--- src/rtl/dlsc_pcie_s6_pkg.sv ---
// Shared PCIe/AXI constants and types for the Spartan-6 PCIe bridge.
// Completion TLP encodings, AXI response codes, completion generator types.
package dlsc_pcie_s6_pkg;

   localparam logic [1:0] FMT_3DW_NODATA = 2'b00;
   localparam logic [1:0] FMT_3DW_DATA   = 2'b10;
   localparam logic [4:0] TYPE_CPL       = 5'b01010;

   localparam logic [2:0] CPL_SC = 3'b000;
   localparam logic [2:0] CPL_UR = 3'b001;
   localparam logic [2:0] CPL_CA = 3'b100;

   localparam logic [1:0] AXI_OKAY   = 2'b00;
   localparam logic [1:0] AXI_DECERR = 2'b11;

   typedef enum logic [2:0] {
      ST_IDLE,
      ST_H0,
      ST_H1,
      ST_H2,
      ST_DATA,
      ST_DRAIN
   } cpl_state_t;

   typedef struct packed {
      logic [15:0] id;
      logic [7:0]  tag;
      logic [2:0]  tc;
      logic [1:0]  attr;
   } cpl_req_t;

   // Max payload in DWORDs; reserved encodings fall back to 512B.
   function automatic logic [7:0] mps_dw(input logic [2:0] mps);
      unique case (mps)
         3'd0:    return 8'd32;
         3'd1:    return 8'd64;
         default: return 8'd128;
      endcase
   endfunction

endpackage

--- src/rtl/dlsc_pcie_s6_inbound_read_cpl_gen_if.sv ---
// Handshake bundle for the inbound read completion generator.
// Request, AXI read-data and completion TLP streams.
interface dlsc_pcie_s6_inbound_read_cpl_gen_if;

   logic        req_ready;
   logic        req_valid;
   logic [15:0] req_id;
   logic [7:0]  req_tag;
   logic [2:0]  req_tc;
   logic [1:0]  req_attr;
   logic [9:0]  req_len;
   logic [6:0]  req_addr;

   logic        rd_ready;
   logic        rd_valid;
   logic [31:0] rd_data;
   logic        rd_last;
   logic [1:0]  rd_resp;

   logic        tx_ready;
   logic        tx_valid;
   logic [31:0] tx_data;
   logic        tx_last;

   modport master (
      input  req_ready,
      output req_valid, req_id, req_tag, req_tc,
      output req_attr, req_len, req_addr,
      input  rd_ready,
      output rd_valid, rd_data, rd_last, rd_resp,
      output tx_ready,
      input  tx_valid, tx_data, tx_last
   );

   modport slave (
      output req_ready,
      input  req_valid, req_id, req_tag, req_tc,
      input  req_attr, req_len, req_addr,
      output rd_ready,
      input  rd_valid, rd_data, rd_last, rd_resp,
      input  tx_ready,
      output tx_valid, tx_data, tx_last
   );

endinterface

--- src/rtl/dlsc_pcie_s6_cpl_seg_calc.sv ---
// Completion segment sizing: splits a read at max-payload boundaries.
// Also yields the remaining byte count (4096 wraps to 0).
module dlsc_pcie_s6_cpl_seg_calc
   import dlsc_pcie_s6_pkg::*;
(
   input  logic [10:0] rem,
   input  logic [6:0]  addr,
   input  logic [2:0]  cfg_max_payload,
   output logic [9:0]  seg,
   output logic [11:0] byte_cnt
);

   logic [7:0] mps;
   logic [7:0] off;
   logic [7:0] lim;

   // Distance to the next payload boundary, clipped to what is left.
   always_comb begin
      mps = mps_dw(cfg_max_payload);
      off = {1'b0, addr} & (mps - 8'd1);
      lim = mps - off;
      if (rem < {3'b000, lim}) begin
         seg = rem[9:0];
      end else begin
         seg = {2'b00, lim};
      end
      byte_cnt = {rem[9:0], 2'b00};
   end

endmodule

--- src/rtl/dlsc_pcie_s6_inbound_read_cpl_gen.sv ---
// Inbound read completion generator: turns AXI read data into CplD TLPs.
// Splits on max-payload boundaries and reports AXI errors as UR/CA/EP.
module dlsc_pcie_s6_inbound_read_cpl_gen
   import dlsc_pcie_s6_pkg::*;
(
   input  logic        clk,
   input  logic        rst,
   dlsc_pcie_s6_inbound_read_cpl_gen_if.slave bus,
   input  logic        cfg_rcb,
   input  logic [2:0]  cfg_max_payload,
   input  logic [15:0] cfg_completer_id,
   output logic        cpl_done
);

   cpl_state_t  state;
   cpl_state_t  state_nx;
   cpl_req_t    req;
   logic [10:0] rem;
   logic [6:0]  addr;
   logic [9:0]  seg_cnt;
   logic        poison;
   logic        armed;
   logic        first;
   logic        err;
   logic [2:0]  err_sts;

   logic [9:0]  seg;
   logic [11:0] byte_cnt;
   logic [31:0] w0;
   logic [31:0] w1;
   logic [31:0] w2;
   logic        dat_acc;

   logic        tx_valid_c;
   logic [31:0] tx_data_c;
   logic        tx_last_c;
   logic        rd_ready_c;
   logic        done_c;

   dlsc_pcie_s6_cpl_seg_calc u_seg (
      .rem             (rem),
      .addr            (addr),
      .cfg_max_payload (cfg_max_payload),
      .seg             (seg),
      .byte_cnt        (byte_cnt)
   );

   assign w0 = {1'b0, err ? FMT_3DW_NODATA : FMT_3DW_DATA,
                TYPE_CPL, 1'b0, req.tc, 4'h0, 1'b0, poison,
                req.attr, 2'b00, err ? 10'd0 : seg};
   assign w1 = {cfg_completer_id, err ? err_sts : CPL_SC,
                1'b0, byte_cnt};
   assign w2 = {req.id, req.tag, 1'b0, addr[4:0], 2'b00};

   assign dat_acc = (state == ST_DATA) && bus.rd_valid
                    && bus.tx_ready;

   // Next state and stream outputs; data phase is a pass-through.
   always_comb begin
      state_nx   = state;
      tx_valid_c = 1'b0;
      tx_data_c  = 32'd0;
      tx_last_c  = 1'b0;
      rd_ready_c = 1'b0;
      done_c     = 1'b0;
      unique case (state)
         ST_IDLE: begin
            if (bus.req_valid) state_nx = ST_H0;
         end
         ST_H0: begin
            tx_valid_c = armed;
            tx_data_c  = w0;
            if (armed && bus.tx_ready) state_nx = ST_H1;
         end
         ST_H1: begin
            tx_valid_c = 1'b1;
            tx_data_c  = w1;
            if (bus.tx_ready) state_nx = ST_H2;
         end
         ST_H2: begin
            tx_valid_c = 1'b1;
            tx_data_c  = w2;
            tx_last_c  = err;
            if (bus.tx_ready)
               state_nx = err ? ST_DRAIN : ST_DATA;
         end
         ST_DATA: begin
            tx_valid_c = bus.rd_valid;
            rd_ready_c = bus.tx_ready;
            tx_data_c  = {bus.rd_data[7:0], bus.rd_data[15:8],
                          bus.rd_data[23:16], bus.rd_data[31:24]};
            tx_last_c  = (seg_cnt == 10'd1);
            if (dat_acc && seg_cnt == 10'd1) begin
               done_c   = (rem == 11'd1);
               state_nx = (rem == 11'd1) ? ST_IDLE : ST_H0;
            end
         end
         ST_DRAIN: begin
            rd_ready_c = 1'b1;
            if (bus.rd_valid && bus.rd_last) begin
               done_c   = 1'b1;
               state_nx = ST_IDLE;
            end
         end
         default: state_nx = ST_IDLE;
      endcase
      if (rst) begin
         tx_valid_c = 1'b0;
         tx_last_c  = 1'b0;
         rd_ready_c = 1'b0;
         done_c     = 1'b0;
      end
   end

   assign bus.req_ready = (state == ST_IDLE);
   assign bus.tx_valid  = tx_valid_c;
   assign bus.tx_data   = tx_data_c;
   assign bus.tx_last   = tx_last_c;
   assign bus.rd_ready  = rd_ready_c;
   assign cpl_done      = done_c;

   // State register.
   always_ff @(posedge clk) begin
      if (rst) state <= ST_IDLE;
      else     state <= state_nx;
   end

   // Request capture, segment bookkeeping and error tracking.
   always_ff @(posedge clk) begin
      if (rst) begin
         req     <= '0;
         rem     <= 11'd0;
         addr    <= 7'd0;
         seg_cnt <= 10'd0;
         poison  <= 1'b0;
         armed   <= 1'b0;
         first   <= 1'b0;
         err     <= 1'b0;
         err_sts <= CPL_SC;
      end else begin
         unique case (state)
            ST_IDLE: begin
               if (bus.req_valid) begin
                  req.id   <= bus.req_id;
                  req.tag  <= bus.req_tag;
                  req.tc   <= bus.req_tc;
                  req.attr <= bus.req_attr;
                  rem      <= (bus.req_len == 10'd0) ? 11'd1024
                              : {1'b0, bus.req_len};
                  addr     <= bus.req_addr;
                  poison   <= 1'b0;
                  first    <= 1'b1;
                  err      <= 1'b0;
               end
            end
            ST_H0: begin
               if (!armed && bus.rd_valid) begin
                  armed   <= 1'b1;
                  err     <= first && (bus.rd_resp != AXI_OKAY);
                  err_sts <= (bus.rd_resp == AXI_DECERR)
                             ? CPL_UR : CPL_CA;
               end else if (armed && bus.tx_ready) begin
                  armed <= 1'b0;
               end
            end
            ST_H2: begin
               if (bus.tx_ready) seg_cnt <= seg;
            end
            ST_DATA: begin
               if (dat_acc) begin
                  rem     <= rem - 11'd1;
                  addr    <= addr + 7'd1;
                  seg_cnt <= seg_cnt - 10'd1;
                  first   <= 1'b0;
                  if (bus.rd_resp != AXI_OKAY) poison <= 1'b1;
               end
            end
            default: ;
         endcase
      end
   end

   // rd_last must coincide with the final expected beat.
   a_last: assert property (@(posedge clk) disable iff (rst)
      dat_acc |-> (bus.rd_last == (rem == 11'd1)));

   // Mid-request splits must land on a completion boundary.
   a_rcb: assert property (@(posedge clk) disable iff (rst)
      (dat_acc && seg_cnt == 10'd1 && rem != 11'd1)
      |-> (((addr + 7'd1) & (cfg_rcb ? 7'h1f : 7'h0f)) == 7'd0));

endmodule

--- src/flat_wrapper.sv ---
// flat-port wrapper written by rule: the top's interface ports become plain ports
module dlsc_pcie_s6_inbound_read_cpl_gen_flat import dlsc_pcie_s6_pkg::*;
  (clk, rst, cfg_rcb, cfg_max_payload, cfg_completer_id, cpl_done, bus_req_ready, bus_req_valid, bus_req_id, bus_req_tag, bus_req_tc, bus_req_attr, bus_req_len, bus_req_addr, bus_rd_ready, bus_rd_valid, bus_rd_data, bus_rd_last, bus_rd_resp, bus_tx_ready, bus_tx_valid, bus_tx_data, bus_tx_last);
  dlsc_pcie_s6_inbound_read_cpl_gen_if bus_i ();
  input  logic clk;
  input  logic rst;
  input  logic cfg_rcb;
  input  logic [2:0] cfg_max_payload;
  input  logic [15:0] cfg_completer_id;
  output logic cpl_done;
  output wire logic [$bits(bus_i.req_ready)-1:0] bus_req_ready;
  input wire logic [$bits(bus_i.req_valid)-1:0] bus_req_valid;
  input wire logic [$bits(bus_i.req_id)-1:0] bus_req_id;
  input wire logic [$bits(bus_i.req_tag)-1:0] bus_req_tag;
  input wire logic [$bits(bus_i.req_tc)-1:0] bus_req_tc;
  input wire logic [$bits(bus_i.req_attr)-1:0] bus_req_attr;
  input wire logic [$bits(bus_i.req_len)-1:0] bus_req_len;
  input wire logic [$bits(bus_i.req_addr)-1:0] bus_req_addr;
  output wire logic [$bits(bus_i.rd_ready)-1:0] bus_rd_ready;
  input wire logic [$bits(bus_i.rd_valid)-1:0] bus_rd_valid;
  input wire logic [$bits(bus_i.rd_data)-1:0] bus_rd_data;
  input wire logic [$bits(bus_i.rd_last)-1:0] bus_rd_last;
  input wire logic [$bits(bus_i.rd_resp)-1:0] bus_rd_resp;
  input wire logic [$bits(bus_i.tx_ready)-1:0] bus_tx_ready;
  output wire logic [$bits(bus_i.tx_valid)-1:0] bus_tx_valid;
  output wire logic [$bits(bus_i.tx_data)-1:0] bus_tx_data;
  output wire logic [$bits(bus_i.tx_last)-1:0] bus_tx_last;
  assign bus_req_ready = bus_i.req_ready;
  assign bus_i.req_valid = bus_req_valid;
  assign bus_i.req_id = bus_req_id;
  assign bus_i.req_tag = bus_req_tag;
  assign bus_i.req_tc = bus_req_tc;
  assign bus_i.req_attr = bus_req_attr;
  assign bus_i.req_len = bus_req_len;
  assign bus_i.req_addr = bus_req_addr;
  assign bus_rd_ready = bus_i.rd_ready;
  assign bus_i.rd_valid = bus_rd_valid;
  assign bus_i.rd_data = bus_rd_data;
  assign bus_i.rd_last = bus_rd_last;
  assign bus_i.rd_resp = bus_rd_resp;
  assign bus_i.tx_ready = bus_tx_ready;
  assign bus_tx_valid = bus_i.tx_valid;
  assign bus_tx_data = bus_i.tx_data;
  assign bus_tx_last = bus_i.tx_last;
  dlsc_pcie_s6_inbound_read_cpl_gen u_core (.clk(clk), .rst(rst), .bus(bus_i), .cfg_rcb(cfg_rcb), .cfg_max_payload(cfg_max_payload), .cfg_completer_id(cfg_completer_id), .cpl_done(cpl_done));
endmodule
--- config.mk ---
export PLATFORM = sky130hd
export DESIGN_NAME = dlsc_pcie_s6_inbound_read_cpl_gen_flat
export DESIGN_NICKNAME = d
export VERILOG_FILES = /design/src/rtl/dlsc_pcie_s6_pkg.sv /design/src/rtl/dlsc_pcie_s6_inbound_read_cpl_gen_if.sv /design/src/rtl/dlsc_pcie_s6_cpl_seg_calc.sv /design/src/rtl/dlsc_pcie_s6_inbound_read_cpl_gen.sv /design/src/flat_wrapper.sv
export SDC_FILE = /design/constraint.sdc
export NUM_CORES = 1
export LEC_CHECK = 0
export ABC_AREA = 1
export BUFFER_PORTS_ARGS = -buffer_cell sky130_fd_sc_hd__buf_4
export CORE_AREA = 2 2 95 97
export DETAILED_ROUTE_END_ITERATION = 16
export DIE_AREA = 0 0 97 99
export GPL_TIMING_DRIVEN = 0
export HOLD_SLACK_MARGIN = 0.03
export PLACE_DENSITY_LB_ADDON = 0.25
export SYNTH_ARGS = -nofsm -noshare
export SYNTH_HDL_FRONTEND = slang
export SYNTH_SLANG_ARGS = --single-unit
--- constraint.sdc ---
create_clock -name clk -period 3.54 [get_ports clk]
set_input_delay 0.531 -clock clk [delete_from_list [all_inputs] [get_ports clk]]
set_output_delay 0.531 -clock clk [all_outputs]
set_load 0.02 [all_outputs]
==> results of run 1 <==
through the flow:
stage	total power [mW]	cell area, µm²	setup WS, ns	utilization
after CTS	5.65	5940	-0.00853	0.695
after detailed placement	4.40	5480	-0.355	0.640
after global routing	6.35	6100	-0.114	0.713
after global placement	4.34	5480	-0.300	0.640
after floorplan	3.33	4280	0.191	-
final	5.98	6100	0.00577	0.713
tightest hold or removal path: cells and delay by family:
kind | cells | cell delay (ns)
AND/OR/NAND/NOR | 2 | 0.11
buffers and inverters | 1 | 0.08
synth_stat cells, types with 9 or more instances:
cell type / instances
sky130_fd_sc_hd__nand2_1: 145
sky130_fd_sc_hd__inv_1: 79
sky130_fd_sc_hd__a21oi_1: 72
sky130_fd_sc_hd__o21ai_0: 68
sky130_fd_sc_hd__dfxtp_1: 66
sky130_fd_sc_hd__nor2_1: 62
sky130_fd_sc_hd__nand3_1: 29
sky130_fd_sc_hd__buf_2: 15
sky130_fd_sc_hd__ha_1: 14
sky130_fd_sc_hd__o211ai_1: 14
sky130_fd_sc_hd__clkbuf_1: 12
sky130_fd_sc_hd__a31oi_1: 11
sky130_fd_sc_hd__o21ai_1: 9
final cells by class:
type                            instances  area share
Clock inverter                          6      0.0189
Inverter                               84      0.0525
Sequential cell                        66       0.217
Timing Repair Buffer                  159       0.205
Buffer                                 32      0.0273
Clock buffer                           10      0.0209
Multi-Input combinational cell        483       0.437
Tap cell                              108      0.0222
registers in the layout (all words and copies together), names as in the netlist:
| signal | count |
|---|---|
| u_core.err_sts | 2 |
| u_core.seg_cnt | 10 |
| u_core.first | 1 |
| u_core.armed | 1 |
| u_core.err | 1 |
| u_core.req | 29 |
| u_core.addr | 7 |
| u_core.state | 3 |
| u_core.poison | 1 |
| u_core.rem | 11 |
cell families after synthesis:
| group | count (synthesis) |
|---|---|
| adder cells (fa/ha/maj) | 14 |
| AO/OA/AOI/OAI | 195 |
| AND/OR/NAND/NOR | 263 |
| flip-flops | 66 |
| buffers and inverters | 117 |
| XOR/XNOR | 11 |
power breakdown:
group | switching (mW) | leakage (nW) | internal, mW
Sequential | 0.227 | 0.544 | 0.982
Combinational | 2.37 | 2.12 | 1.62
Clock | 0.319 | 0.117 | 0.471
layer usage:
layer / vias to the layer above / track usage / wire length, µm
li1: 2573 / - / -
met1: 2489 / 0.398 / 6380
met2: 318 / 0.528 / 7560
met3: 47 / 0.0553 / 1370
met4: 0 / 0.141 / 435
met5: - / 0 / 0
worst min path at each step:
stage                     slack (ns)              to  depth (start not counted)     startpoint
after global routing            0.43  u_core.req[18]                          3  bus_req_id[5]
final                           0.40  u_core.req[19]                          3  bus_req_id[6]
after CTS                       0.40  u_core.req[19]                          3  bus_req_id[6]
after global placement          0.44   u_core.req[7]                          2  u_core.req[7]
after detailed placement        0.45   u_core.req[1]                          2  u_core.req[1]
after floorplan                 0.43   u_core.req[9]                          2  u_core.req[9]
timing repair:
| action | 4_1_cts | 5_1_grt |
|---|---|---|
| gates cloned | 1 | 0 |
| resized for setup | 28 | 25 |
| endpoints found under the setup margin | 8 | 8 |
| setup buffers | 9 | 8 |
| endpoints found under the hold margin | 0 | 0 |
| pin swaps | 12 | 20 |
==> tab_implementation.tex, run 1 <==
\begin{tabular}{lr}
\hline
Metric & Value \\
\hline
\multicolumn{2}{l}{\textbf{Run status}} \\
Run status & complete, no violations \\
\multicolumn{2}{l}{\textbf{Cells and area}} \\
Antenna diode count & 0 \\
Combined area of the multi-input logic cells & approximately 0.0027 mm² \\
Area taken by flip-flops and latches & roughly 0.0013 mm² \\
Number of filler cells placed in the layout & between 700 and 800 \\
Most common cell after layout, fill and taps aside & sky130\_fd\_sc\_hd\_\_buf\_4 \\
Most used cells in the layout excluding fill and tap cells & sky130\_fd\_sc\_hd\_\_buf\_4 (154), sky130\_fd\_sc\_hd\_\_nand2\_1 (136), sky130\_fd\_sc\_hd\_\_inv\_1 (75) \\
Fraction of final layout cells sized beyond drive strength 1 & 0.288 \\
Post-Layout Cell Count & approximately 950 \\
Layout overhead on the synthesized area & 42.4\% \\
Nets@finish & $\sim$960 \\
\multicolumn{2}{l}{\textbf{Placed design}} \\
Number of buffer cells added on primary ports & about 140 \\
Detailed placer's ending HPWL & 11.5 mm \\
Number of placed instances, taps included & $\sim$900 \\
Routability congestion estimate from global placement & about 1.0 \\
\multicolumn{2}{l}{\textbf{GRT}} \\
Pin count of the biggest net entering global routing & 13 \\
Number of antenna violations at the first check in global routing & 0 \\
Global-route wire length before repair & between 20 and 25 mm \\
Aggregate global-route resource usage & 0.315 \\
GRT Residual Overflow & 0 \\
Via count of the first global-routing pass & 5135 \\
\multicolumn{2}{l}{\textbf{Synthesis}} \\
\#FFs+latches synth & 66 \\
Post-synthesis cell type count & 38 \\
Synthesized net count & 786 \\
Prevailing post-synth register cell & sky130\_fd\_sc\_hd\_\_dfxtp\_1 \\
Top area cells in the synthesized netlist & sky130\_fd\_sc\_hd\_\_dfxtp\_1 (31\%), sky130\_fd\_sc\_hd\_\_nand2\_1 (13\%), sky130\_fd\_sc\_hd\_\_a21oi\_1 (8.4\%), sky130\_fd\_sc\_hd\_\_o21ai\_0 (7.9\%), sky130\_fd\_sc\_hd\_\_inv\_1 (6.9\%) \\
Synthesis Warnings & 0 \\
Parity-gate share of the synthesized area counting xor and xnor cells & 0.0225 \\
Portion of the post-synthesis area used by sequential elements & 0.309 \\
Post-synth EDFFs & 0 \\
Compound-Gate Fraction of Synth Area & 0.257 \\
Post-Synth Simple-Gate Area & 0.259 \\
Number of instances in the synthesized netlist & 666 \\
Share of synthesized area spent on multiplexers & 0 \\
Mean cell area of the mapped netlist & roughly 6.4 µm² \\
Share of the synthesized area in the top cell type & 0.309 \\
Ys async rst share & 0 \\
Synthesized cell area & about 0.0043 mm² \\
Main combinational cell family by area after synthesis & simple AND/OR/NAND/NOR gates \\
Fraction of the mapped netlist area in adder cells & 0.0409 \\
Cell taking the most area after synthesis & sky130\_fd\_sc\_hd\_\_dfxtp\_1 \\
\multicolumn{2}{l}{\textbf{Timing}} \\
Slew Viols, Final & 0 \\
Rel. slew slack & 0.426 \\
Worst Hold Margin & a little under 0.4 ns \\
Period utilisation layout & 0.998 \\
Clock Skews & around 0.013 ns \\
Top achievable clock speed & approximately 280 MHz \\
Final Hold Viols & 0 \\
Worst Max-Slew Pin Slew & $\sim$0.86 ns \\
RSZ-0062 raised after global routing & true \\
Count of final setup violators & 0 \\
Setup total negative slack & 0 ns \\
Clock period minus final worst setup slack & $\sim$3.5 ns \\
\multicolumn{2}{l}{\textbf{Setup path}} \\
R2r setup slk & 0.86 ns \\
Critical Path Sink Type & output pin \\
CP Data Arrival Time & roughly 3.0 ns \\
Worst setup path endpoint & bus\_tx\_data[5] \\
Worst setup path startpoint & u\_core.addr[0] \\
Longest individual stage delay on the worst path & $\sim$0.38 ns \\
Depth of the worst register-to-register path & 16 \\
Required time worst endpoint & approximately 3.0 ns \\
CP max stage cell & sky130\_fd\_sc\_hd\_\_dfxtp\_2 \\
Category of the critical setup timing path & flop to output pin \\
Critical path buffer and inverter count & 4 \\
Worst setup SP type & flop \\
Highest fanout seen on the critical path & 7 \\
Dominant delay contributor by cell family on the critical path & simple AND/OR/NAND/NOR gates \\
Destination of the worst register-to-register timing path & u\_core.seg\_cnt[3] \\
CP cell instances & inv\_4 -> ha\_4 -> nand4\_1 -> o21ai\_2 -> xnor2\_2 -> ha\_1 -> a21oi\_1 -> o21ai\_1 -> nand2\_1 -> nand3\_4 -> buf\_12 -> buf\_8 -> a21oi\_4 -> nand2\_1 -> nand4\_1 -> buf\_4 \\
Critical Path Stages & 16 \\
Reg2reg start & u\_core.addr[0] \\
\multicolumn{2}{l}{\textbf{Drt}} \\
Average vias per placed instance & $\sim$5.7 \\
DRT Wirelength & approximately 16 mm \\
Wire length per cell after detailed routing & $\sim$17 µm \\
Routed via count & about 5400 \\
DRT Pass-1 Iters & 7 \\
Final ANT Viol Nets & 0 \\
DRC & 0 \\
Number of DRC markers in iteration 0 & 437 \\
\multicolumn{2}{l}{\textbf{Power}} \\
Peak supply drop & $\sim$510 µV \\
Total power divided by cell area & around 980 mW/mm² \\
Static Leak & $\sim$2.8 nW \\
\multicolumn{2}{l}{\textbf{Min path}} \\
Path class of the lowest-slack min-delay path & primary input to flop \\
\multicolumn{2}{l}{\textbf{Die}} \\
Overall die area & roughly 0.0096 mm² \\
Effective utilization at floorplan & 0.501 \\
DIE HEIGHT & 99 µm \\
Ports & 143 \\
Std cell rows & 34 \\
Die outline width & 97 µm \\
Area inside the core boundary & around 0.0086 mm² \\
\multicolumn{2}{l}{\textbf{CTS}} \\
Clk root buf & sky130\_fd\_sc\_hd\_\_clkbuf\_8 \\
Clock edge transition at the registers on the reported setup and hold paths & approximately 0.090 ns \\
Clock Sinks & 66 \\
CTS hold repair buffers & 0 \\
Clock insertion delay at the later pin of the skew report & 0.36 ns \\
Total CTS buffers & 9 \\
Clock tree from TritonCTS & done \\
Deepest clock path buffer count & 2 \\
Count of H-tree levels built during CTS & 3 \\
\multicolumn{2}{l}{\textbf{Run}} \\
Number of maximum-capacitance constraint violations & 0 \\
\hline
\end{tabular}
Note: power is estimated with default switching activity, not from simulation.
==> run 2, diff against run 1 <==
CELL_PAD_IN_SITES_DETAIL_PLACEMENT = 1   (was unset)
CELL_PAD_IN_SITES_GLOBAL_PLACEMENT = 1   (was unset)
CORE_AREA = 2 2 114 116   (was 2 2 95 97)
DIE_AREA = 0 0 116 118   (was 0 0 97 99)
==> run 2 against run 1 <==
The run now ends with setup timing left; sequential share of layout area shrank 0.54 points; fmax shrank 3.6%; via count grew 0.26%; sequential power is essentially flat; register-to-register slack lost 0.11 ns; critical path type is now primary input to output pin; largest cell class unchanged; design area grew 2.7%; critical path depth grew 6; total power grew 5.6%.
==> tab_implementation.tex, run 2 (synthesis gave the netlist of run 1 again) <==
\begin{tabular}{lr}
\hline
Metric & Value \\
\hline
\multicolumn{2}{l}{\textbf{Die}} \\
Area inside the core boundary & 0.0124 mm² (+45\%) \\
Std cell rows & 41 (+21\%) \\
Effective utilization at floorplan & 0.345 (-0.156) \\
Die outline width & 116 µm (+20\%) \\
DIE HEIGHT & 118 µm (+19\%) \\
Ports & 143 (unchanged) \\
Overall die area & 0.0137 mm² (+43\%) \\
\multicolumn{2}{l}{\textbf{Timing}} \\
Rel. slew slack & 0.491 (+0.0650) \\
Worst Max-Slew Pin Slew & 0.764 ns (-0.0943 ns) \\
Top achievable clock speed & 273 MHz (-3.6\%) \\
Worst Hold Margin & 0.431 ns (+0.0345 ns) \\
Clock Skews & 0.00796 ns (-0.00503 ns) \\
Clock period minus final worst setup slack & 3.67 ns (+0.131 ns) \\
Final Hold Viols & 0 (unchanged) \\
Slew Viols, Final & 0 (unchanged) \\
Final worst-path setup slack & -0.125 ns (-0.131 ns) \\
Count of final setup violators & 8 (+8) \\
RSZ-0062 raised after global routing & true \\
Period utilisation layout & 1.04 (+0.0370) \\
\multicolumn{2}{l}{\textbf{Cells and area}} \\
Biggest regs & u\_core.req (29), u\_core.rem (11), u\_core.seg\_cnt (10) \\
Most used cells in the layout excluding fill and tap cells & sky130\_fd\_sc\_hd\_\_buf\_4 (156), sky130\_fd\_sc\_hd\_\_nand2\_1 (131), sky130\_fd\_sc\_hd\_\_inv\_1 (76) \\
Most common cell after layout, fill and taps aside & sky130\_fd\_sc\_hd\_\_buf\_4 \\
Final design area excluding fillers & 0.00627 mm² (+2.7\%) \\
Layout overhead on the synthesized area & 46.3\% \\
Antenna diode count & 0 (unchanged) \\
Fraction of final layout cells sized beyond drive strength 1 & 0.303 (+0.0151) \\
Post-Route Utilization & 0.505 (-0.209) \\
Nets@finish & 956 (+0.10\%) \\
Register ranked first by flip-flop count & u\_core.req \\
Flip-flop count of the largest register after layout & 29 (unchanged) \\
\multicolumn{2}{l}{\textbf{Drt}} \\
DRT Wirelength & 19.5 mm (+24\%) \\
Routed via count & 5441 (+0.26\%) \\
DRT Pass-1 Iters & 4 (-3) \\
Average vias per placed instance & 5.37 (-6.2\%) \\
DRC & 0 (unchanged) \\
Wire length per cell after detailed routing & 19.2 µm (+16\%) \\
Number of DRC markers in iteration 0 & 323 (-26\%) \\
Final ANT Viol Nets & 0 (unchanged) \\
\multicolumn{2}{l}{\textbf{Setup path}} \\
CP Data Arrival Time & 3.13 ns (+0.13 ns) \\
Worst setup SP type & primary input \\
CP max stage cell & sky130\_fd\_sc\_hd\_\_ha\_4 \\
Required time worst endpoint & 3.01 ns (about the same) \\
Category of the critical setup timing path & primary input to output pin \\
Longest individual stage delay on the worst path & 0.27 ns (-0.11 ns) \\
Dominant delay contributor by cell family on the critical path & simple AND/OR/NAND/NOR gates \\
Critical Path Sink Type & output pin \\
Cell seen most often among critical-path stages & sky130\_fd\_sc\_hd\_\_nand2\_2 \\
Highest fanout seen on the critical path & 8 (+1) \\
CP cell instances & buf\_6 -> nor2\_4 -> nand2\_2 -> ha\_4 -> inv\_6 -> nand3\_4 -> nand2\_4 -> nor2\_2 -> nand2\_2 -> nand2\_2 -> nand2\_2 -> nand2\_2 -> ha\_4 -> nand3\_2 -> nor2\_2 -> nand3\_2 -> nand3\_4 -> buf\_8 -> a21oi\_4 -> nand2\_1 -> nand4\_1 -> buf\_4 \\
Critical path buffer and inverter count & 4 (unchanged) \\
\multicolumn{2}{l}{\textbf{GRT}} \\
Number of antenna violations at the first check in global routing & 0 (unchanged) \\
Aggregate global-route resource usage & 0.269 (-0.0460) \\
GRT Residual Overflow & 0 (unchanged) \\
Pin count of the biggest net entering global routing & 12 (-1) \\
Via count of the first global-routing pass & 5520 (+7.5\%) \\
Global-route wire length before repair & 28.7 mm (+17\%) \\
\multicolumn{2}{l}{\textbf{Run}} \\
Number of maximum-capacitance constraint violations & 0 (unchanged) \\
\multicolumn{2}{l}{\textbf{Placed design}} \\
Cell area after placement & 0.00556 mm² (+1.5\%) \\
Number of buffer cells added on primary ports & 141 (unchanged) \\
Detailed placer's ending HPWL & 14.1 mm (+23\%) \\
Routability congestion estimate from global placement & 0.933 (-8.1\%) \\
\multicolumn{2}{l}{\textbf{CTS}} \\
Clk root buf & sky130\_fd\_sc\_hd\_\_clkbuf\_16 \\
CTS hold repair buffers & 0 (unchanged) \\
Count of H-tree levels built during CTS & 3 (unchanged) \\
Clock Sinks & 66 (unchanged) \\
Total CTS buffers & 9 (unchanged) \\
Clock tree from TritonCTS & done \\
Clock insertion delay at the later pin of the skew report & 0.34 ns (-0.02 ns) \\
Deepest clock path buffer count & 2 (unchanged) \\
Clock edge transition at the registers on the reported setup and hold paths & 0.06 ns (-0.03 ns) \\
\multicolumn{2}{l}{\textbf{Power}} \\
Peak supply drop & 392 µV (-23\%) \\
Static Leak & 2.81 nW (+1.2\%) \\
Power consumption & 6.32 mW (+5.6\%) \\
Total power divided by cell area & 1010 mW/mm² (+2.7\%) \\
\multicolumn{2}{l}{\textbf{Run status}} \\
Violated checks & setup timing \\
Run status & finished, violations left \\
\multicolumn{2}{l}{\textbf{Min path}} \\
Path class of the lowest-slack min-delay path & primary input to flop \\
\hline
\end{tabular}
==> run 2: changes by cell type in the layout (fill, tap and decap cells not counted), moves of 3 or more <==
| cell | change |
|---|---|
| sky130_fd_sc_hd__o21ai_0 | -4 |
| sky130_fd_sc_hd__nand2_2 | +4 |
| sky130_fd_sc_hd__clkinv_2 | +3 |
| sky130_fd_sc_hd__nor2_2 | +4 |
| sky130_fd_sc_hd__nor2_1 | -4 |
| sky130_fd_sc_hd__clkbuf_8 | -8 |
| sky130_fd_sc_hd__o21ai_1 | +3 |
| sky130_fd_sc_hd__nand2_1 | -5 |
| sky130_fd_sc_hd__bufinv_16 | -3 |
| sky130_fd_sc_hd__clkbuf_16 | +9 |
==> run 2: path summary, 6_finish.rpt <==
kind / cells past startpoint / startpoint / slack (ns) / to
worst max-delay path: 22 / cfg_max_payload[2] / -0.13 / bus_tx_data[2]
worst min-delay path: 3 / bus_req_tag[5] / 0.43 / u_core.req[10]
worst max register to register: 17 / u_core.addr[0] / 0.75 / u_core.seg_cnt[3]
worst min register to register: 2 / u_core.req[12] / 0.46 / u_core.req[12]
==> run 2: per-layer routing <==
| layer | global-route usage | wire length (µm) | vias up |
|---|---|---|---|
| li1 | - | - | 2568 |
| met1 | 0.336 | 8220 | 2621 |
| met2 | 0.473 | 9640 | 210 |
| met3 | 0.0350 | 1090 | 42 |
| met4 | 0.0856 | 528 | 0 |
| met5 | 0 | 0 | - |
==> run 2: worst reg2reg max path: stages, from the launching register on <==
cell and delay (ns):
sky130_fd_sc_hd__dfxtp_4 0.39, sky130_fd_sc_hd__inv_4 0.10, sky130_fd_sc_hd__ha_4 0.16, sky130_fd_sc_hd__nand4_1 0.18, sky130_fd_sc_hd__o21ai_2 0.25, sky130_fd_sc_hd__xnor2_2 0.10, sky130_fd_sc_hd__ha_1 0.31, sky130_fd_sc_hd__nand2_1 0.11
sky130_fd_sc_hd__nor2_2 0.16, sky130_fd_sc_hd__nand3_2 0.11, sky130_fd_sc_hd__nand3_4 0.19, sky130_fd_sc_hd__nand2_1 0.08, sky130_fd_sc_hd__o21ai_1 0.21, sky130_fd_sc_hd__nand2_1 0.11, sky130_fd_sc_hd__nand2_1 0.08, sky130_fd_sc_hd__nand2_1 0.05
sky130_fd_sc_hd__nand2_1 0.05, sky130_fd_sc_hd__inv_1 0.03
==> run 2: report_power, final <==
group,switching [mW],internal (mW)
clock,0.352,0.490
sequential,0.257,0.986
combinational,2.66,1.57
total,3.27,3.05
==> run 2: per-stage QoR <==
stage | setup WS (ns) | instances | setup TNS (ns)
after floorplan | 0.191 | 666 | 0
after global placement | -0.303 | 979 | -1.64
after detailed placement | -0.415 | 979 | -2.53
after CTS | 0.00208 | 1009 | 0
after global routing | -0.246 | 1013 | -1.44
final | -0.125 | 1013 | -0.486
==> run 2: area by class of cell <==
cell class / instances / area (µm²)
Buffer: 32 / 166
Tap cell: 172 / 215
Clock inverter: 5 / 30.0
Sequential cell: 66 / 1330
Timing Repair Buffer: 160 / 1240
Fill cell: 1647 / 6150
Clock buffer: 11 / 243
Multi-Input combinational cell: 483 / 2730
Inverter: 84 / 323
==> run 2: repair_timing <==
item | 4_1_cts | 5_1_grt
buffers inserted | 13 | 5
endpoints found under the setup margin | 8 | 8
cloned | 1 | 0
gates resized for setup | 43 | 32
pin swaps | 14 | 22
==> run 3, diff against run 2 <==
ABC_AREA = 0   (was 1)
CORE_AREA = 2 2 115 117   (was 2 2 114 116)
DIE_AREA = 0 0 117 119   (was 0 0 116 118)
==> run 3 against run 2 <==
The flow still finishes with violations (setup timing); cell count decreased by 4.5%; global-route usage is 2.8 points higher; clock-buffer cell count increased by 1; clock skew decreased by 0.0030 ns; die area grew 1.7%; fmax fell by 6.6%; worst setup slack lost 0.26 ns.
==> tab_implementation.tex, run 3 <==
\begin{tabular}{lr}
\hline
Metric & Value \\
\hline
\multicolumn{2}{l}{\textbf{Setup path}} \\
Required time worst endpoint & 3.01 ns (about the same) \\
Critical Path Sink Type & output pin \\
Highest fanout seen on the critical path & 7 (-1) \\
Category of the critical setup timing path & primary input to output pin \\
Worst setup SP type & primary input \\
Reg2reg start & u\_core.addr[0] \\
CP Data Arrival Time & 3.40 ns (+0.27 ns) \\
R2r setup slk & 0.15 ns (-0.60 ns) \\
Depth of the worst register-to-register path & 15 (-2) \\
Worst setup path endpoint & bus\_tx\_data[3] \\
Worst setup path startpoint & cfg\_max\_payload[2] \\
Destination of the worst register-to-register timing path & u\_core.seg\_cnt[7] \\
\multicolumn{2}{l}{\textbf{GRT}} \\
Via count of the first global-routing pass & 5855 (+6.1\%) \\
GRT Residual Overflow & 0 (unchanged) \\
Pin count of the biggest net entering global routing & 12 (unchanged) \\
Number of antenna violations at the first check in global routing & 0 (unchanged) \\
Global-route wire length before repair & 31.7 mm (+11\%) \\
Aggregate global-route resource usage & 0.297 (+0.0276) \\
\multicolumn{2}{l}{\textbf{Synthesis}} \\
Synthesis Warnings & 0 (unchanged) \\
Top area cells in the synthesized netlist & sky130\_fd\_sc\_hd\_\_dfxtp\_1 (30\%), sky130\_fd\_sc\_hd\_\_nand2\_1 (10\%), sky130\_fd\_sc\_hd\_\_a21oi\_1 (8.3\%), sky130\_fd\_sc\_hd\_\_a22oi\_1 (4.2\%), sky130\_fd\_sc\_hd\_\_ha\_1 (3.9\%) \\
Compound-Gate Fraction of Synth Area & 0.318 (+0.0613) \\
Cell taking the most area after synthesis & sky130\_fd\_sc\_hd\_\_dfxtp\_1 \\
Post-synthesis cell type count & 72 (+89\%) \\
Count leader, synth & sky130\_fd\_sc\_hd\_\_nand2\_1 \\
Ys async rst share & 0 (unchanged) \\
Prevailing post-synth register cell & sky130\_fd\_sc\_hd\_\_dfxtp\_1 \\
Portion of the post-synthesis area used by sequential elements & 0.295 (-0.0133) \\
Parity-gate share of the synthesized area counting xor and xnor cells & 0.00978 (-0.0127) \\
Fraction of the mapped netlist area in adder cells & 0.0391 (-0.00176) \\
Share of synthesized area spent on multiplexers & 0.0358 (+0.0358) \\
Share of the synthesized area in the top cell type & 0.295 (-0.0133) \\
\#FFs+latches synth & 66 (unchanged) \\
Number of instances in the synthesized netlist & 619 (-7.1\%) \\
Main combinational cell family by area after synthesis & compound AO/OA/AOI/OAI gates \\
Mean cell area of the mapped netlist & 7.23 µm² (+12\%) \\
Synthesized net count & 739 (-6.0\%) \\
Synthesized cell area & 0.00448 mm² (+4.5\%) \\
Post-Synth Simple-Gate Area & 0.242 (-0.0176) \\
Commonest cells in the netlist & sky130\_fd\_sc\_hd\_\_nand2\_1 (123), sky130\_fd\_sc\_hd\_\_a21oi\_1 (74), sky130\_fd\_sc\_hd\_\_dfxtp\_1 (66), sky130\_fd\_sc\_hd\_\_clkbuf\_1 (44), sky130\_fd\_sc\_hd\_\_nor2\_1 (40) \\
Post-synth EDFFs & 0 (unchanged) \\
\multicolumn{2}{l}{\textbf{Die}} \\
Area inside the core boundary & 0.0129 mm² (+3.7\%) \\
Effective utilization at floorplan & 0.348 (+0.00263) \\
Overall die area & 0.0139 mm² (+1.7\%) \\
DIE HEIGHT & 119 µm (+0.85\%) \\
Ports & 143 (unchanged) \\
Std cell rows & 42 (+2.4\%) \\
Die outline width & 117 µm (+0.86\%) \\
\multicolumn{2}{l}{\textbf{CTS}} \\
Clock edge transition at the registers on the reported setup and hold paths & 0.06 ns (about the same) \\
Clock tree from TritonCTS & done \\
Deepest clock path buffer count & 2 (unchanged) \\
Clock insertion delay at the later pin of the skew report & 0.34 ns (about the same) \\
Count of H-tree levels built during CTS & 3 (unchanged) \\
Clk root buf & sky130\_fd\_sc\_hd\_\_clkbuf\_16 \\
Total CTS buffers & 9 (unchanged) \\
Clock Sinks & 66 (unchanged) \\
\multicolumn{2}{l}{\textbf{Power}} \\
Static Leak & 2.52 nW (-10\%) \\
Total power divided by cell area & 761 mW/mm² (-25\%) \\
Flop pwr share & 0.219 (+0.022) \\
Proportion of power drawn by the clock network & 0.176 (+0.043) \\
Peak supply drop & 270 µV (-31\%) \\
Power spent charging and discharging nets & 2.29 mW (-30\%) \\
Cell Int Power & 2.60 mW (-15\%) \\
Switching share of power & 0.468 (-0.0496) \\
Combinational power share & 0.605 (-0.065) \\
\multicolumn{2}{l}{\textbf{Cells and area}} \\
Flip-flop count of the largest register after layout & 29 (unchanged) \\
Most used cells in the layout excluding fill and tap cells & sky130\_fd\_sc\_hd\_\_buf\_4 (148), sky130\_fd\_sc\_hd\_\_nand2\_1 (123), sky130\_fd\_sc\_hd\_\_a21oi\_1 (74) \\
Layout overhead on the synthesized area & 43.6\% \\
Nets@finish & 906 (-5.2\%) \\
Most common cell after layout, fill and taps aside & sky130\_fd\_sc\_hd\_\_buf\_4 \\
Fraction of final layout cells sized beyond drive strength 1 & 0.287 (-0.0162) \\
Register ranked first by flip-flop count & u\_core.req \\
Number of filler cells placed in the layout & 1634 (-0.79\%) \\
Combined area of the multi-input logic cells & 0.00311 mm² (+14\%) \\
Antenna diode count & 0 (unchanged) \\
Area taken by flip-flops and latches & 0.00133 mm² (+0.28\%) \\
Biggest regs & u\_core.req (29), u\_core.rem (11), u\_core.seg\_cnt (10) \\
\multicolumn{2}{l}{\textbf{Drt}} \\
Number of DRC markers in iteration 0 & 379 (+17\%) \\
DRT Pass-1 Iters & 5 (+1) \\
Wire length per cell after detailed routing & 21.3 µm (+11\%) \\
DRC & 0 (unchanged) \\
DRT Wirelength & 20.6 mm (+5.8\%) \\
Average vias per placed instance & 5.76 (+7.3\%) \\
Routed via count & 5572 (+2.4\%) \\
Final ANT Viol Nets & 0 (unchanged) \\
\multicolumn{2}{l}{\textbf{Timing}} \\
Slew Viols, Final & 0 (unchanged) \\
Count of final setup violators & 8 (unchanged) \\
Worst Max-Slew Pin Slew & 0.957 ns (+0.193 ns) \\
Period utilisation layout & 1.11 (+0.0737) \\
Top achievable clock speed & 255 MHz (-6.6\%) \\
Rel. slew slack & 0.362 (-0.129) \\
Clock Skews & 0.00491 ns (-0.00305 ns) \\
RSZ-0062 raised after global routing & true \\
Final worst-path setup slack & -0.386 ns (-0.261 ns) \\
Setup total negative slack & -2.87 ns (-2.38 ns) \\
Final Hold Viols & 0 (unchanged) \\
Clock period minus final worst setup slack & 3.93 ns (+0.261 ns) \\
\multicolumn{2}{l}{\textbf{Placed design}} \\
Pre-CTS setup slack & -0.821 ns (-0.406 ns) \\
Routability congestion estimate from global placement & 0.890 (-4.6\%) \\
Number of buffer cells added on primary ports & 139 (-1.4\%) \\
Detailed placer's ending HPWL & 14.8 mm (+4.9\%) \\
\multicolumn{2}{l}{\textbf{Min path}} \\
Path class of the lowest-slack min-delay path & primary input to flop \\
\multicolumn{2}{l}{\textbf{Run}} \\
Number of maximum-capacitance constraint violations & 0 (unchanged) \\
\multicolumn{2}{l}{\textbf{Run status}} \\
Violated checks & setup timing \\
Run status & finished, violations left \\
\hline
\end{tabular}
## run 3: timing repair
action	4_1_cts	5_1_grt
hold buffers	0	0
buffers inserted	11	8
pin swaps	9	4
resized for setup	30	15
cloned	0	0
endpoints found under the setup margin	9	8
## run 3: cells by family after synthesis
logic type	count (synthesis)
multiplexers	14
adder cells (fa/ha/maj)	14
flip-flops	66
buffers and inverters	66
AO/OA/AOI/OAI	218
XOR/XNOR	5
AND/OR/NAND/NOR	236
## run 3: power by group through the flow
| stage | Sequential, mW | Clock (mW) | Combinational (mW) |
|---|---|---|---|
| 2_1_floorplan | 0.999 | 0 | 1.66 |
| 3_3_place_gp | 1.04 | 0 | 2.42 |
| 3_5_place_dp | 1.05 | 0 | 2.50 |
| 4_1_cts | 1.06 | 0.866 | 2.72 |
| 5_1_grt | 1.09 | 0.904 | 3.15 |
| 6_report | 1.07 | 0.861 | 2.96 |
## run 3: per-layer routing
layer | GRT usage | share of wire | routed length [µm] | vias to the layer above
li1 | - | - | - | 2566
met1 | 0.368 | 0.42 | 8560 | 2733
met2 | 0.503 | 0.49 | 10000 | 231
met3 | 0.0641 | 0.070 | 1450 | 42
met4 | 0.102 | 0.027 | 566 | 0
met5 | 0 | 0 | 0 | -
## run 3: area by class of cell
cell class,instances,area share
multi-input cells,487,0.483
flip-flops and latches,66,0.207
repair buffers,158,0.191
clock buffers,12,0.0399
well taps,176,0.0343
plain buffers,47,0.0308
inverters,17,0.00993
clock inverters,4,0.00409
## run 3: critical path, stage by stage
cell and delay (ns):
sky130_fd_sc_hd__buf_8 0.11, sky130_fd_sc_hd__nor3b_4 0.23, sky130_fd_sc_hd__inv_2 0.07, sky130_fd_sc_hd__ha_4 0.22, sky130_fd_sc_hd__o21ai_2 0.13, sky130_fd_sc_hd__a211oi_2 0.09, sky130_fd_sc_hd__or2_1 0.23, sky130_fd_sc_hd__ha_2 0.18
sky130_fd_sc_hd__or4_4 0.43, sky130_fd_sc_hd__a221oi_4 0.28, sky130_fd_sc_hd__o21ai_4 0.18, sky130_fd_sc_hd__mux2_4 0.35, sky130_fd_sc_hd__o221ai_4 0.21, sky130_fd_sc_hd__buf_6 0.16
## run 3: worst min-delay path by stage
stage	startpoint	endpoint	slack (ns)	cells past startpoint
floorplan	u_core.seg_cnt[9]	u_core.seg_cnt[9]	0.43	1
global placement	u_core.req[28]	u_core.req[28]	0.44	2
detailed placement	u_core.req[6]	u_core.req[6]	0.45	2
CTS	bus_rd_resp[1]	u_core.err_sts[2]	0.42	2
global route	bus_rd_resp[1]	u_core.err_sts[2]	0.44	2
finish	bus_rd_resp[1]	u_core.err_sts[2]	0.42	2
## run 3: through the flow
step | area (µm²) | power [mW] | hold slack, ns | util | instances
3_3_place_gp | 5810 | 3.46 | 0.443 | 0.451 | 934
5_1_grt | 6430 | 5.14 | 0.435 | 0.499 | 967
3_5_place_dp | 5810 | 3.54 | 0.451 | 0.451 | 934
2_1_floorplan | 4540 | 2.66 | 0.431 | - | 619
6_report | 6430 | 4.89 | 0.420 | 0.499 | 967
4_1_cts | 6300 | 4.65 | 0.416 | 0.489 | 959
